File: src/rtl/muldiv_unit_if.sv
// Pipeline-side handshake for the multiply/divide unit: D/X operands in,
// stall request, completion pulse and HI/LO read-back out.
interface muldiv_unit_if;
  logic        valid;
  logic [5:0]  aluop;
  logic [31:0] rA;
  logic [31:0] rB;
  logic        busy;
  logic        done;
  logic [31:0] hilo_out;
  logic [31:0] hi;
  logic [31:0] lo;

  modport master (
    output valid, aluop, rA, rB,
    input  busy, done, hilo_out, hi, lo
  );

  modport slave (
    input  valid, aluop, rA, rB,
    output busy, done, hilo_out, hi, lo
  );
endinterface

File: src/rtl/muldiv_unit.sv
// Iterative MULT/DIV with HI/LO: 1 bit per cycle, 33 cycles from accept to HI/LO write.
// Stalls HI/LO-dependent instructions while busy. MULDIV_SIGNED_EN selects two's-complement operands.
module muldiv_unit (
  input  logic          clk,
  input  logic          rst,
  muldiv_unit_if.slave  pipe_io
);
  localparam logic [5:0] MULT_OP = 6'b000010;
  localparam logic [5:0] DIV_OP  = 6'b000011;
  localparam logic [5:0] MFHI_OP = 6'b000100;
  localparam logic [5:0] MFLO_OP = 6'b000101;

  typedef enum logic [1:0] {IDLE, CALC, FIX} state_t;

  state_t      state_q;
  logic [4:0]  count_q;
  logic        op_div_q;
  logic        div0_q;
  logic [31:0] opa_q;
  logic [31:0] opb_q;
  logic [63:0] acc_q;
  logic [31:0] hi_q;
  logic [31:0] lo_q;
  logic        done_q;
`ifdef MULDIV_SIGNED_EN
  logic        neg_res_q;
  logic        neg_rem_q;
`endif

  logic        is_muldiv;
  logic        hit;
  logic        start;
  logic [31:0] a_mag;
  logic [31:0] b_mag;
  logic [32:0] mul_sum;
  logic [63:0] mul_next;
  logic [32:0] rem_sh;
  logic [32:0] div_diff;
  logic [63:0] div_next;
  logic [31:0] fix_hi;
  logic [31:0] fix_lo;

  always_comb begin
    is_muldiv = (pipe_io.aluop == MULT_OP) || (pipe_io.aluop == DIV_OP);
    hit       = pipe_io.valid && (is_muldiv || (pipe_io.aluop == MFHI_OP) ||
                                  (pipe_io.aluop == MFLO_OP));
    start     = pipe_io.valid && is_muldiv && (state_q == IDLE);
  end

`ifdef MULDIV_SIGNED_EN
  always_comb begin
    a_mag = pipe_io.rA[31] ? (32'd0 - pipe_io.rA) : pipe_io.rA;
    b_mag = pipe_io.rB[31] ? (32'd0 - pipe_io.rB) : pipe_io.rB;
  end
`else
  always_comb begin
    a_mag = pipe_io.rA;
    b_mag = pipe_io.rB;
  end
`endif

  // MULT: right-shifting accumulator, multiplier bits consumed from opb_q LSB.
  // DIV: {remainder, quotient} in acc_q, dividend bits fed in from opa_q MSB.
  always_comb begin
    mul_sum  = {1'b0, acc_q[63:32]} + (opb_q[0] ? {1'b0, opa_q} : 33'd0);
    mul_next = {mul_sum, acc_q[31:1]};
    rem_sh   = {acc_q[63:32], opa_q[31]};
    div_diff = rem_sh - {1'b0, opb_q};
    if (div_diff[32]) begin
      div_next = {rem_sh[31:0], acc_q[30:0], 1'b0};
    end else begin
      div_next = {div_diff[31:0], acc_q[30:0], 1'b1};
    end
  end

`ifdef MULDIV_SIGNED_EN
  logic [63:0] prod_fix;
  always_comb begin
    prod_fix = neg_res_q ? (64'd0 - acc_q) : acc_q;
    if (op_div_q) begin
      fix_hi = neg_rem_q ? (32'd0 - acc_q[63:32]) : acc_q[63:32];
      if (div0_q) begin
        fix_lo = 32'hFFFF_FFFF;
      end else begin
        fix_lo = neg_res_q ? (32'd0 - acc_q[31:0]) : acc_q[31:0];
      end
    end else begin
      fix_hi = prod_fix[63:32];
      fix_lo = prod_fix[31:0];
    end
  end
`else
  always_comb begin
    fix_hi = acc_q[63:32];
    fix_lo = (op_div_q && div0_q) ? 32'hFFFF_FFFF : acc_q[31:0];
  end
`endif

  always_ff @(posedge clk or posedge rst) begin
    if (rst) begin
      state_q   <= IDLE;
      count_q   <= 5'd0;
      op_div_q  <= 1'b0;
      div0_q    <= 1'b0;
      opa_q     <= 32'd0;
      opb_q     <= 32'd0;
      acc_q     <= 64'd0;
      hi_q      <= 32'd0;
      lo_q      <= 32'd0;
      done_q    <= 1'b0;
`ifdef MULDIV_SIGNED_EN
      neg_res_q <= 1'b0;
      neg_rem_q <= 1'b0;
`endif
    end else begin
      done_q <= 1'b0;
      case (state_q)
        IDLE: begin
          if (start) begin
            opa_q     <= a_mag;
            opb_q     <= b_mag;
            op_div_q  <= (pipe_io.aluop == DIV_OP);
            div0_q    <= (pipe_io.rB == 32'd0);
            acc_q     <= 64'd0;
            count_q   <= 5'd0;
            state_q   <= CALC;
`ifdef MULDIV_SIGNED_EN
            neg_res_q <= pipe_io.rA[31] ^ pipe_io.rB[31];
            neg_rem_q <= pipe_io.rA[31];
`endif
          end
        end
        CALC: begin
          if (op_div_q) begin
            acc_q <= div_next;
            opa_q <= {opa_q[30:0], 1'b0};
          end else begin
            acc_q <= mul_next;
            opb_q <= {1'b0, opb_q[31:1]};
          end
          count_q <= count_q + 5'd1;
          if (count_q == 5'd31) begin
            state_q <= FIX;
          end
        end
        FIX: begin
          hi_q    <= fix_hi;
          lo_q    <= fix_lo;
          done_q  <= 1'b1;
          state_q <= IDLE;
        end
        default: state_q <= IDLE;
      endcase
    end
  end

  always_comb begin
    pipe_io.busy = hit && (state_q != IDLE);
    pipe_io.done = done_q;
    pipe_io.hi   = hi_q;
    pipe_io.lo   = lo_q;
    if (pipe_io.aluop == MFHI_OP) begin
      pipe_io.hilo_out = hi_q;
    end else if (pipe_io.aluop == MFLO_OP) begin
      pipe_io.hilo_out = lo_q;
    end else begin
      pipe_io.hilo_out = 32'd0;
    end
  end
endmodule

File: src/flat_wrapper.sv
// flat-port wrapper written by rule: the top's interface ports become plain ports
module muldiv_unit_flat 
  (clk, rst, pipe_io_valid, pipe_io_aluop, pipe_io_rA, pipe_io_rB, pipe_io_busy, pipe_io_done, pipe_io_hilo_out, pipe_io_hi, pipe_io_lo);
  muldiv_unit_if pipe_io_i ();
  input  logic clk;
  input  logic rst;
  input wire logic [$bits(pipe_io_i.valid)-1:0] pipe_io_valid;
  input wire logic [$bits(pipe_io_i.aluop)-1:0] pipe_io_aluop;
  input wire logic [$bits(pipe_io_i.rA)-1:0] pipe_io_rA;
  input wire logic [$bits(pipe_io_i.rB)-1:0] pipe_io_rB;
  output wire logic [$bits(pipe_io_i.busy)-1:0] pipe_io_busy;
  output wire logic [$bits(pipe_io_i.done)-1:0] pipe_io_done;
  output wire logic [$bits(pipe_io_i.hilo_out)-1:0] pipe_io_hilo_out;
  output wire logic [$bits(pipe_io_i.hi)-1:0] pipe_io_hi;
  output wire logic [$bits(pipe_io_i.lo)-1:0] pipe_io_lo;
  assign pipe_io_i.valid = pipe_io_valid;
  assign pipe_io_i.aluop = pipe_io_aluop;
  assign pipe_io_i.rA = pipe_io_rA;
  assign pipe_io_i.rB = pipe_io_rB;
  assign pipe_io_busy = pipe_io_i.busy;
  assign pipe_io_done = pipe_io_i.done;
  assign pipe_io_hilo_out = pipe_io_i.hilo_out;
  assign pipe_io_hi = pipe_io_i.hi;
  assign pipe_io_lo = pipe_io_i.lo;
  muldiv_unit u_core (.clk(clk), .rst(rst), .pipe_io(pipe_io_i));
endmodule
File: config.mk
export PLATFORM = sky130hd
export DESIGN_NAME = muldiv_unit_flat
export DESIGN_NICKNAME = d
export VERILOG_FILES = /design/src/rtl/muldiv_unit_if.sv /design/src/rtl/muldiv_unit.sv /design/src/flat_wrapper.sv
export SDC_FILE = /design/constraint.sdc
export NUM_CORES = 1
export LEC_CHECK = 0
export CELL_PAD_IN_SITES_DETAIL_PLACEMENT = 0
export CELL_PAD_IN_SITES_GLOBAL_PLACEMENT = 1
export CORE_AREA = 8 8 183 185
export CTS_CLUSTER_DIAMETER = 150
export DETAILED_ROUTE_END_ITERATION = 10
export DIE_AREA = 0 0 191 193
export GPL_TIMING_DRIVEN = 0
export HOLD_SLACK_MARGIN = 0.08
export PLACE_DENSITY_LB_ADDON = 0.1
export SLEW_MARGIN = 20
export SYNTH_ARGS = -nofsm -noshare
export SYNTH_HDL_FRONTEND = slang
export SYNTH_SLANG_ARGS = --single-unit
File: constraint.sdc
create_clock -name clk -period 8.25 [get_ports clk]
set_input_delay 0.825 -clock clk [delete_from_list [all_inputs] [get_ports clk]]
set_output_delay 0.825 -clock clk [all_outputs]
set_load 0.005 [all_outputs]
Yosys cells after proc, flatten, opt, wreduce, memory -nomap -nowiden
Cells that the tools add are included.
{"block": "totals", "ramBits": 0, "inputBits": 73, "register_bits": 202, "output_inout_bits": 98, "memories": 0, "latchBits": 0, "wordCells": 61, "mem_bits_ro": 0}
{"block": "op_classes", "multipliers": 0, "n_eq_ne": 11, "shifts": 0, "n_lt_le_gt_ge": 0, "n_addsub": 3, "reduce_logical": 17, "mux": 20, "n_bitwise": 0, "n_div": 0}
{"cell": "$mux W32", "n": 8}
{"cell": "$mux W64", "n": 3}
{"cell": "$pmux W32 S2", "n": 2}
{"cell": "$pmux W64 S2", "n": 1}
{"cell": "$add A32 B33 Y33", "n": 1}
{"cell": "$sub A33 B32 Y33", "n": 1}
{"cell": "$logic_not A32 Y1", "n": 1}
{"cell": "$eq A6 B2 Y1 const B", "n": 2}
{"cell": "$eq A6 B3 Y1 const B", "n": 2}
{"cell": "$pmux W5 S2", "n": 1}
{"cell": "$ne A2 B1 Y1 const B", "n": 3}
{"cell": "$reduce_and A2 Y1", "n": 3}
{"cell": "$reduce_and A3 Y1", "n": 2}
{"cell": "$add A5 B1 Y5 const B", "n": 1}
{"cell": "$eq A5 B5 Y1 const B", "n": 1}
{"cell": "$logic_and A1 B1 Y1", "n": 5}
{"cell": "$mux W5", "n": 1}
{"cell": "$mux W2", "n": 2}
{"cell": "$pmux W2 S2", "n": 1}
{"cell": "$reduce_bool A2 Y1", "n": 2}
{"cell": "$logic_or A1 B1 Y1", "n": 3}
{"cell": "$eq A2 B1 Y1 const B", "n": 1}
{"cell": "$eq A2 B2 Y1 const B", "n": 1}
{"cell": "$logic_not A2 Y1", "n": 1}
{"cell": "2 further kinds", "n": 2}

Depth between registers and ports, before layout
Gate-level depths: netlist (run 1).
{"block": "logic_depth", "ltp_word": 6, "ltp_mapped": 14, "mapped_depth_nobuf": 14}

Worst setup path after synthesis (run 1)
Ideal clock, no wire load.
{"block": "synth_timing", "path_kind": "reg-to-reg", "startpoint": "reg u_core.opb_q[0]", "endpoint": "reg u_core.acc_q[62]", "path_slack_ns": 4.966, "required_time_ns": 8.173, "setup_ns": 0.077, "arrival_ns": 3.207, "period_less_slack_ns": 3.284, "n_path_buf": 1, "path_stages_with_launch": 14, "path_cell_list": "dfrtp_1 > clkbuf_1 > and2_1 > ha_1 > a2111oi_0 > o21ai_1 > a31oi_2 > a22oi_2 > a41oi_2 > o21ai_1 > and2_1 > o31ai_1 > mux2_2 > o21ai_1"}
{"block": "synth_between", "elab_chain_cells": 4, "elab_cells_between_ends": 6, "cone_classes": "add/sub: 2; mux: 4"}
{"item": "start: declaration", "line": "muldiv_unit.sv:20", "text": "logic [31:0] opb_q;"}
{"item": "start signal: assignment", "line": "muldiv_unit.sv:121", "text": "opb_q <= b_mag;"}
{"item": "start signal: assignment", "line": "muldiv_unit.sv:139", "text": "opb_q <= {1'b0, opb_q[31:1]};"}
{"item": "$mux W32 or $sub A33 B32 Y33 (tied branches)", "line": "muldiv_unit.sv:65, muldiv_unit.sv:68"}
{"item": "$add A32 B33 Y33 or $mux W64 (tied branches)", "line": "muldiv_unit.sv:65, muldiv_unit.sv:69"}
{"item": "$mux W64 *", "line": "muldiv_unit.sv:134", "text": "if (op_div_q) begin"}
{"item": "$pmux W64 S2 *", "line": "muldiv_unit.sv:117", "text": "case (state_q)"}
{"item": "end signal: assignment", "line": "muldiv_unit.sv:135", "text": "acc_q <= div_next;"}
{"item": "end signal: assignment", "line": "muldiv_unit.sv:138", "text": "acc_q <= mul_next;"}
{"item": "end: declaration", "line": "muldiv_unit.sv:21", "text": "logic [63:0] acc_q;"}
Mark *: on every way between the ends. The rest lies on a longest branch, timed or not.
A chain may end at the register's enable or synchronous reset.

Worst setup path after layout (run 1)
{"block": "layout_timing", "startpoint": "reg u_core.opb_q[0]", "endpoint": "reg u_core.acc_q[59]"}
Same word-level chain as after synthesis.

==> results of run 1 <==
==> synth_stat cells, types with 5 or more instances <==
library cell / n / area [µm²]
a31oi_1: 5 / 31.3
a211oi_1: 7 / 52.6
nor2_1: 71 / 267
xor2_1: 22 / 193
and2_1: 34 / 213
o22a_1: 32 / 280
a21o_1: 24 / 180
o31ai_1: 5 / 37.5
nor2b_1: 7 / 43.8
ha_1: 67 / 838
mux2i_1: 146 / 1460
o211ai_1: 7 / 52.6
nand4_1: 9 / 56.3
nand2b_1: 20 / 125
o21ai_1: 13 / 65.1
nor4_1: 9 / 56.3
nand2_1: 133 / 499
nor3_1: 7 / 35.0
o21ai_0: 152 / 761
mux2_2: 37 / 417
a22oi_1: 14 / 105
inv_1: 54 / 203
nand3_1: 45 / 225
dfrtp_1: 202 / 5050
a21oi_1: 74 / 370
o21a_1: 5 / 37.5
xnor2_1: 30 / 263
clkbuf_1: 64 / 240
buf_1: 6 / 22.5
==> path summary, 6_finish.rpt <==
check                                            start                          endpoint  cells after the start
max                        u_core.opb_q[0]$_DFFE_PP0P_      u_core.acc_q[59]$_DFFE_PP0P_                     13
min                        u_core.opa_q[7]$_DFFE_PP0P_       u_core.opa_q[7]$_DFFE_PP0P_                      2
max reg2reg                u_core.opb_q[0]$_DFFE_PP0P_      u_core.acc_q[59]$_DFFE_PP0P_                     13
min reg2reg                u_core.opa_q[7]$_DFFE_PP0P_       u_core.opa_q[7]$_DFFE_PP0P_                      2
max in group asynchronous                          rst      u_core.opb_q[19]$_DFFE_PP0P_                      3
min in group asynchronous                          rst  u_core.pipe_io.hi[8]$_DFFE_PP0P_                      2
==> sequential cells by signal, summed over array words and instances, names as in the netlist <==
signal               count
u_core.pipe_io.lo       32
u_core.opa_q            32
u_core.opb_q            32
u_core.count_q           5
u_core.div0_q            1
u_core.op_div_q          1
u_core.pipe_io.done      1
u_core.acc_q            64
u_core.state_q           2
u_core.pipe_io.hi       32
==> tightest hold or removal path, cell delays in order, from the launching register on <==
cell and delay [ns]:
dfrtp_1 0.36, nand2_1 0.05, o21ai_0 0.06
==> per-stage QoR <==
step	cells	worst slack, ns	hold slack (ns)	TNS, ns	utilization [%]
final	1986	3.63	0.508	0	51.8
after global routing	1986	3.37	0.534	0	51.8
after CTS	1986	3.66	0.508	0	51.8
after detailed placement	1944	3.70	0.495	0	49.1
after global placement	1942	-1.12	0.464	-222.51	48.9
after floorplan	1371	1.91	0.449	0	-
==> layout make-up <==
class / count / area, µm²
inverters: 54 / 210
multi-input cells: 1040 / 7320
repair buffers: 171 / 1750
fillers: 2950 / 14900
well taps: 402 / 503
flip-flops and latches: 202 / 5050
plain buffers: 75 / 313
clock buffers: 35 / 713
clock inverters: 7 / 110
==> power by group <==
group          switching [mW]  total (mW)  internal (mW)
sequential              0.423        1.73           1.31
clock                   0.425        1.11          0.688
combinational            1.92        3.35           1.43
total                    2.77        6.20           3.43
==> cell families after synthesis <==
family,count (synthesis)
AOI/OAI and AO/OA,385
adders and majority gates,69
muxes,183
DFF,202
and+or+nand+nor,350
xor gates and xnor gates,53
buffers and inverters,129
==> per-layer routing <==
| layer | wire length [µm] | track usage [%] | part of all wire (%) |
|---|---|---|---|
| met1 | 19700 | 31.0 | 48 |
| met2 | 18700 | 35.7 | 45 |
| met3 | 2060 | 2.79 | 5.0 |
| met4 | 677 | 4.30 | 1.6 |
| met5 | 0 | 0 | 0 |
==> out/results.ini, run 1 <==
[finish]
nets = 1710
drive_above_1_share_pct = 6.06
mostFrequentLayoutCells = dfrtp_1, clkdlybuf4s50_1, o21ai_0
area_delta_synth_final_pct = 23.9
final_common_cell = dfrtp_1
n_antenna_cell = 0
fin_area_um2 = 16000

[synth]
synth_edf_count = 0
yosysSeqAreaShare_pct = 39.2
synth.mux.area_fraction_pct = 14.6
synthFlopType = dfrtp_1
async_flop_share_pct = 100
synth_compound_area_share_pct = 19.0
synth_nets = 1513
synth_top_family_by_area = compound AO/OA/AOI/OAI gates
synth-adder-area-share_pct = 6.82
synthSimpleGateAreaFrac_pct = 12.6
yosysWarnings = 0
avgSynthCellArea_um2 = 9.40
netlist_instances = 1371
synth-xor-area-share_pct = 3.75
netlist-cell-type-count = 67
ys_seq_elements = 202
netlist_area_um2 = 12900

[clocking]
clk_path_buf_depth = 3
cts_sinks = 202
cts_tree = built
htreeDepth = 1
path_clk_slew_ns = 0.06
hold_buffers = 0
clock-root-buffer = clkbuf_16
numCtsBuffers = 24
clk_latency_ns = 0.53
cts_setup_buffers = 0
cts_resized = 0

[worst_setup_path]
cp_num_buf_inv = 1
startpoint_type = register
criticalPathCategory = register to register
worstPathArrival_ns = 5.04
cp.required_ns = 8.66
cp_top_family = compound AO/OA/AOI/OAI gates
cp_max_fo = 10
setup.worst_path.end_class = register
cp_cell_sequence = clkbuf_1 > nand2_1 > fa_1 > nand2b_1 > a21o_1 > nand3_1 > a21oi_1 > o41ai_1 > o22ai_1 > o21ai_1 > a31oi_1 > xor2_1 > a221oi_2
cpMaxStageDelayCell = o41ai_1
slowest_delay_ns = 0.73
regToRegSetupSlack_ns = 3.63

[timing]
setup_viol = 0
hold_viol_final = 0
fin_crit_ns = 4.62
skew_ns = 0.0188
slew_violations = 0
worst_pin_slew_ns = 1.11
fmax_mhz = 216
period_share_pct = 56.0
rsz0062_at_grt = no
slew_headroom_pct = 26.1

[global_routing]
grt.total_usage_pct = 21.9
grt_pass1_wl_mm = 64.4
antenna_found_initial = 0
gr-total-overflow = 0
grt_max_degree = 71
grt_pass1_vias = 11100

[power]
ir_drop_uv = 232
power_density_nw_per_um2 = 388
total_leakage_power_nw = 6.92
totalPowerFinal_mw = 6.20

[floorplanning]
core_um2 = 30800
fp.dieH_um = 193
die_w_um = 191
die_area_um2 = 36900
num_io_pins = 171
placementRows = 65
initial_core_util_pct = 41.8

[routing]
drt_iter0_markers = 764
vias_per_cell = 5.57
drt-total-wl_mm = 41.2
ant_nets = 0
drc = 0
drt_pass1_iterations = 5
dr_total_vias = 11100
wl_per_cell_um = 20.7

[job]
cap_violations = 0

[placed_design]
place_congestion = 0.883
placed_area_um2 = 15100
hpwl_mm = 32.2
port-buffer-count = 169

[status]
outcome = finished, final reports clean

[min_path]
hold_path_class = register to register

(Power assumes the default switching activity.)
==> run 2: changes to the inputs <==
==> constraint.sdc (replaced) <==
create_clock -name clk -period 4.4 [get_ports clk]
set_input_delay 0.44 -clock clk [delete_from_list [all_inputs] [get_ports clk]]
set_output_delay 0.44 -clock clk [all_outputs]
set_load 0.005 [all_outputs]
==> run 2 against run 1 <==
Effect of this change:
- design area rose by 0.69%
- cell count increased by 0.25%
- setup slack worse by 3.4 ns
- sequential share of layout area fell by 0.22 points
- clock skew decreased by 0.0040 ns
- global-route usage decreased by 0.091 points
- wire length hardly changed
- maximum frequency increased by 9.6%
- sequential power is 87% higher
- critical path type unchanged
- largest cell class unchanged
- highest routed layer unchanged
==> out/results.ini, run 2 (synthesis gave the netlist of run 1 again) <==
[floorplanning]
die_w_um = 191
core_um2 = 30800
initial_core_util_pct = 41.8
fp.dieH_um = 193
placementRows = 65
num_io_pins = 171
die_area_um2 = 36900

[power]
power_density_nw_per_um2 = 726
ir_drop_uv = 357
total_leakage_power_nw = 6.97
totalPowerFinal_mw = 11.7

[worst_setup_path]
cp_top_family = compound AO/OA/AOI/OAI gates
cpMaxStageDelayCell = a2111oi_0
cp_cell_sequence = clkbuf_2 > and2_1 > ha_1 > a2111oi_0 > o21ai_1 > a31oi_2 > a22oi_2 > a41oi_2 > o21ai_1 > and2_1 > o31ai_1 > mux2_2 > o21ai_1
r2r-end = u_core.acc_q[62]$_DFFE_PP0P_
r2r_cells = 13
slowest_delay_ns = 0.52
crit_cells = 13
setup.worst_path.end_class = register
criticalPathCategory = register to register
critPathLaunch = u_core.opb_q[0]$_DFFE_PP0P_
cpMostUsedCell = o21ai_1
worstSetupEndpoint = u_core.acc_q[62]$_DFFE_PP0P_
regToRegSetupSlack_ns = 0.18
worstPathArrival_ns = 4.66
cp.required_ns = 4.84
worstReg2RegStart = u_core.opb_q[0]$_DFFE_PP0P_
cp_max_fo = 10
startpoint_type = register
cp_num_buf_inv = 1

[global_routing]
grt_pass1_vias = 11000
grt_max_degree = 33
grt.total_usage_pct = 21.9
grt_pass1_wl_mm = 63.7
antenna_found_initial = 0
gr-total-overflow = 0
grt.met1_usage_pct = 30.9
use_met3_pct = 2.54
use_met2_pct = 35.3
busiest_layer = met2

[finish]
final_common_cell = dfrtp_1
drive_above_1_share_pct = 6.73
top_register = u_core.acc_q
largest_reg_flops = 64
n_antenna_cell = 0
fin_area_um2 = 16100
fillerInstances = 2939
finalNonFillerCells = 1991
area_delta_synth_final_pct = 24.8
post-route-util_pct = 52.2
nets = 1715
mostFrequentLayoutCells = dfrtp_1, clkdlybuf4s50_1, o21ai_0

[clocking]
cts_tree = built
htreeDepth = 1
clock-root-buffer = clkbuf_16
clk_latency_ns = 0.53
cts_setup_buffers = 0
path_clk_slew_ns = 0.06
numCtsBuffers = 24
cts_sinks = 202
clk_path_buf_depth = 3

[timing]
fin_crit_ns = 4.22
hold_viol_final = 0
worst_pin_slew_ns = 1.09
setup_viol = 0
hold_slack_ns = 0.206
period_share_pct = 95.9
tns_ns = 0
fin_ws_ns = 0.180
rsz0062_at_grt = no
skew_ns = 0.0148
slew_violations = 0
slew_headroom_pct = 27.4
fmax_mhz = 237

[placed_design]
port-buffer-count = 169
place_ws_ns = -0.0837
placed_area_um2 = 15200
dp.cells = 1949
hpwl_mm = 32.4
place_congestion = 0.877

[routing]
ant_nets = 0
vias_per_cell = 5.60
drt-total-wl_mm = 41.2
drc = 0
wl_per_cell_um = 20.7
dr_total_vias = 11200
drt_iter0_markers = 693
drt_pass1_iterations = 5

[job]
cap_violations = 0

[min_path]
hold_path_class = primary input to async pin

[status]
outcome = finished, final reports clean

run 2: metal layers:
metal / part of all wire [%] / vias up
met3: 5.3 / 50
met4: 2.0 / 0
li1: - / 5349
met2: 45 / 303
met5: 0 / -
met1: 48 / 5457
run 2: area by class of cell:
class	count	area [µm²]	share of cell area [%]
buffer	75	315	1.96
inverter	54	206	1.28
multi-input combinational	1040	7320	45.6
clock inverter	9	126	0.786
timing repair buffer	176	1830	11.4
clock buffer	33	716	4.45
sequential	202	5050	31.4
tap	402	503	3.13
run 2: worst min path at each step:
stage	from	end	slack, ns
floorplan	u_core.div0_q$_DFFE_PP0P_	u_core.div0_q$_DFFE_PP0P_	0.45
CTS	rst	u_core.pipe_io.done$_DFF_PP0_	0.19
detailed placement	u_core.div0_q$_DFFE_PP0P_	u_core.div0_q$_DFFE_PP0P_	0.47
global route	rst	u_core.pipe_io.done$_DFF_PP0_	0.21
global placement	u_core.div0_q$_DFFE_PP0P_	u_core.div0_q$_DFFE_PP0P_	0.47
finish	rst	u_core.pipe_io.done$_DFF_PP0_	0.21
run 2: repair_timing:
action                                  4_1_cts  5_1_grt
endpoints found under the hold margin         0        0
gates resized for setup                       1        3
endpoints found under the setup margin        2        4
hold buffers                                  0        0
run 2: where the power goes:
| part | switching [mW] | internal (mW) | total, mW |
|---|---|---|---|
| clock | 0.821 | 1.31 | 2.13 |
| combinational | 3.61 | 2.69 | 6.31 |
| sequential | 0.779 | 2.45 | 3.23 |
==> RTL edit, RTL diff (config.mk and constraints of run 1) <==
Build with the macro `MULDIV_SIGNED_EN` defined.
--- a/src/rtl/muldiv_unit.sv
+++ b/src/rtl/muldiv_unit.sv
@@ -1,5 +1,7 @@
 // Iterative MULT/DIV with HI/LO: 1 bit per cycle, 33 cycles from accept to HI/LO write.
 // Stalls HI/LO-dependent instructions while busy. MULDIV_SIGNED_EN selects two's-complement operands.
+`define MULDIV_SIGNED_EN
+
 module muldiv_unit (
   input  logic          clk,
   input  logic          rst,
Function: same outputs for any inputs over 10 cycles, from zero or initial values and one cycle with rst high; that may be too few to reach the edited logic, so the function may still have changed.
==> RTL edit against run 1 <==
  * Wire length increased by 28%
  * Final area increased by 18%
  * Via count increased by 37%
  * Utilization increased by 9.2 points
  * Sequential power increased by 4%
  * Sequential cell count increased by 2
  * Area after synthesis increased by 21%
  * Clock power increased by 11%
  * Combinational power increased by 26%
  * Worst hold slack improved by 0.00098 ns
  * Setup slack improved by 0.50 ns
  * Total power increased by 17%
  * Clock skew decreased by 0.0072 ns
==> RTL edit: results <==
metrics = {
    "final_layout": {
        "instances_no_fill": 2551,
        "fill_cells": 2830,
        "layout-drive-gt1-share": 0.0442,
        "syn_to_final_growth_pct": 20.2,
        "ff_latch_area_mm2": 0.00510,
        "final_nets": 2276,
        "multi_input_comb_cells": 1552,
        "n_clock_buffer": 33,
    },
    "global_routing": {
        "use_met3": 0.0315,
        "grt_usage": 0.280,
        "met1_usage": 0.346,
        "grt_max_degree": 89,
    },
    "route": {
        "wl_met2_um": 25900,
        "dr.pass1.iters": 6,
        "drtIter0Drc": 1082,
        "met1Wirelength_um": 21700,
        "met3_length_um": 2910,
    },
    "critical_path": {
        "max_stage_delay_ns": 0.58,
        "crit_slowest_cell": "a2111oi_2",
        "r2r_cells": 15,
    },
    "timing": {
        "whs_ns": 0.509,
        "clock_skew_ns": 0.0116,
        "max-slew-margin-rel": 0.312,
    },
    "outcome": {
        "status": "completed",
    },
    "synth": {
        "synthXorXnorAreaFrac": 0.0951,
        "synthMuxAreaShare": 0.0570,
        "ys_seq_area_frac": 0.326,
        "synth_area_leaders": "dfrtp_1 33%, o21ai_0 7.1%, xor2_1 5.8%",
    },
    "cts": {
        "cts.sinks": 204,
        "cts_buffers": 25,
    },
    "hold_path": {
        "holdCritStartpoint": "u_core.opa_q[21]",
        "min_to": "u_core.opa_q[21]",
    },
    "power": {
        "p_leak_nw": 8.10,
        "powerComb_w": 0.00421,
        "power_density_mw_per_mm2": 384,
    },
    "placed_design": {
        "dp_slack_ns": 4.02,
    },
}
==> RTL edit: cell count changes after synthesis, sizes merged, moves of 13 or more <==
| cell | before | now |
|---|---|---|
| a21oi | 74 | 163 |
| clkbuf | 64 | 94 |
| mux2 | 37 | 3 |
| mux2i | 146 | 85 |
| nand2 | 133 | 214 |
| nand3 | 45 | 60 |
| nor2 | 71 | 175 |
| nor3 | 7 | 40 |
| o21ai | 166 | 233 |
| o22a | 32 | 0 |
| o31ai | 6 | 29 |
| o41ai | 3 | 16 |
| xnor2 | 31 | 66 |
| xor2 | 22 | 104 |
==> RTL edit: logic make-up (layout without fill, tap and decap cells) <==
kind of cell / after synthesis / after routing
AOI/OAI and AO/OA: 583 / 583
xor gates and xnor gates: 170 / 170
adders and majority gates: 73 / 73
buffers and inverters: 176 / 393
DFF: 204 / 204
muxes: 88 / 88
and+or+nand+nor: 638 / 638
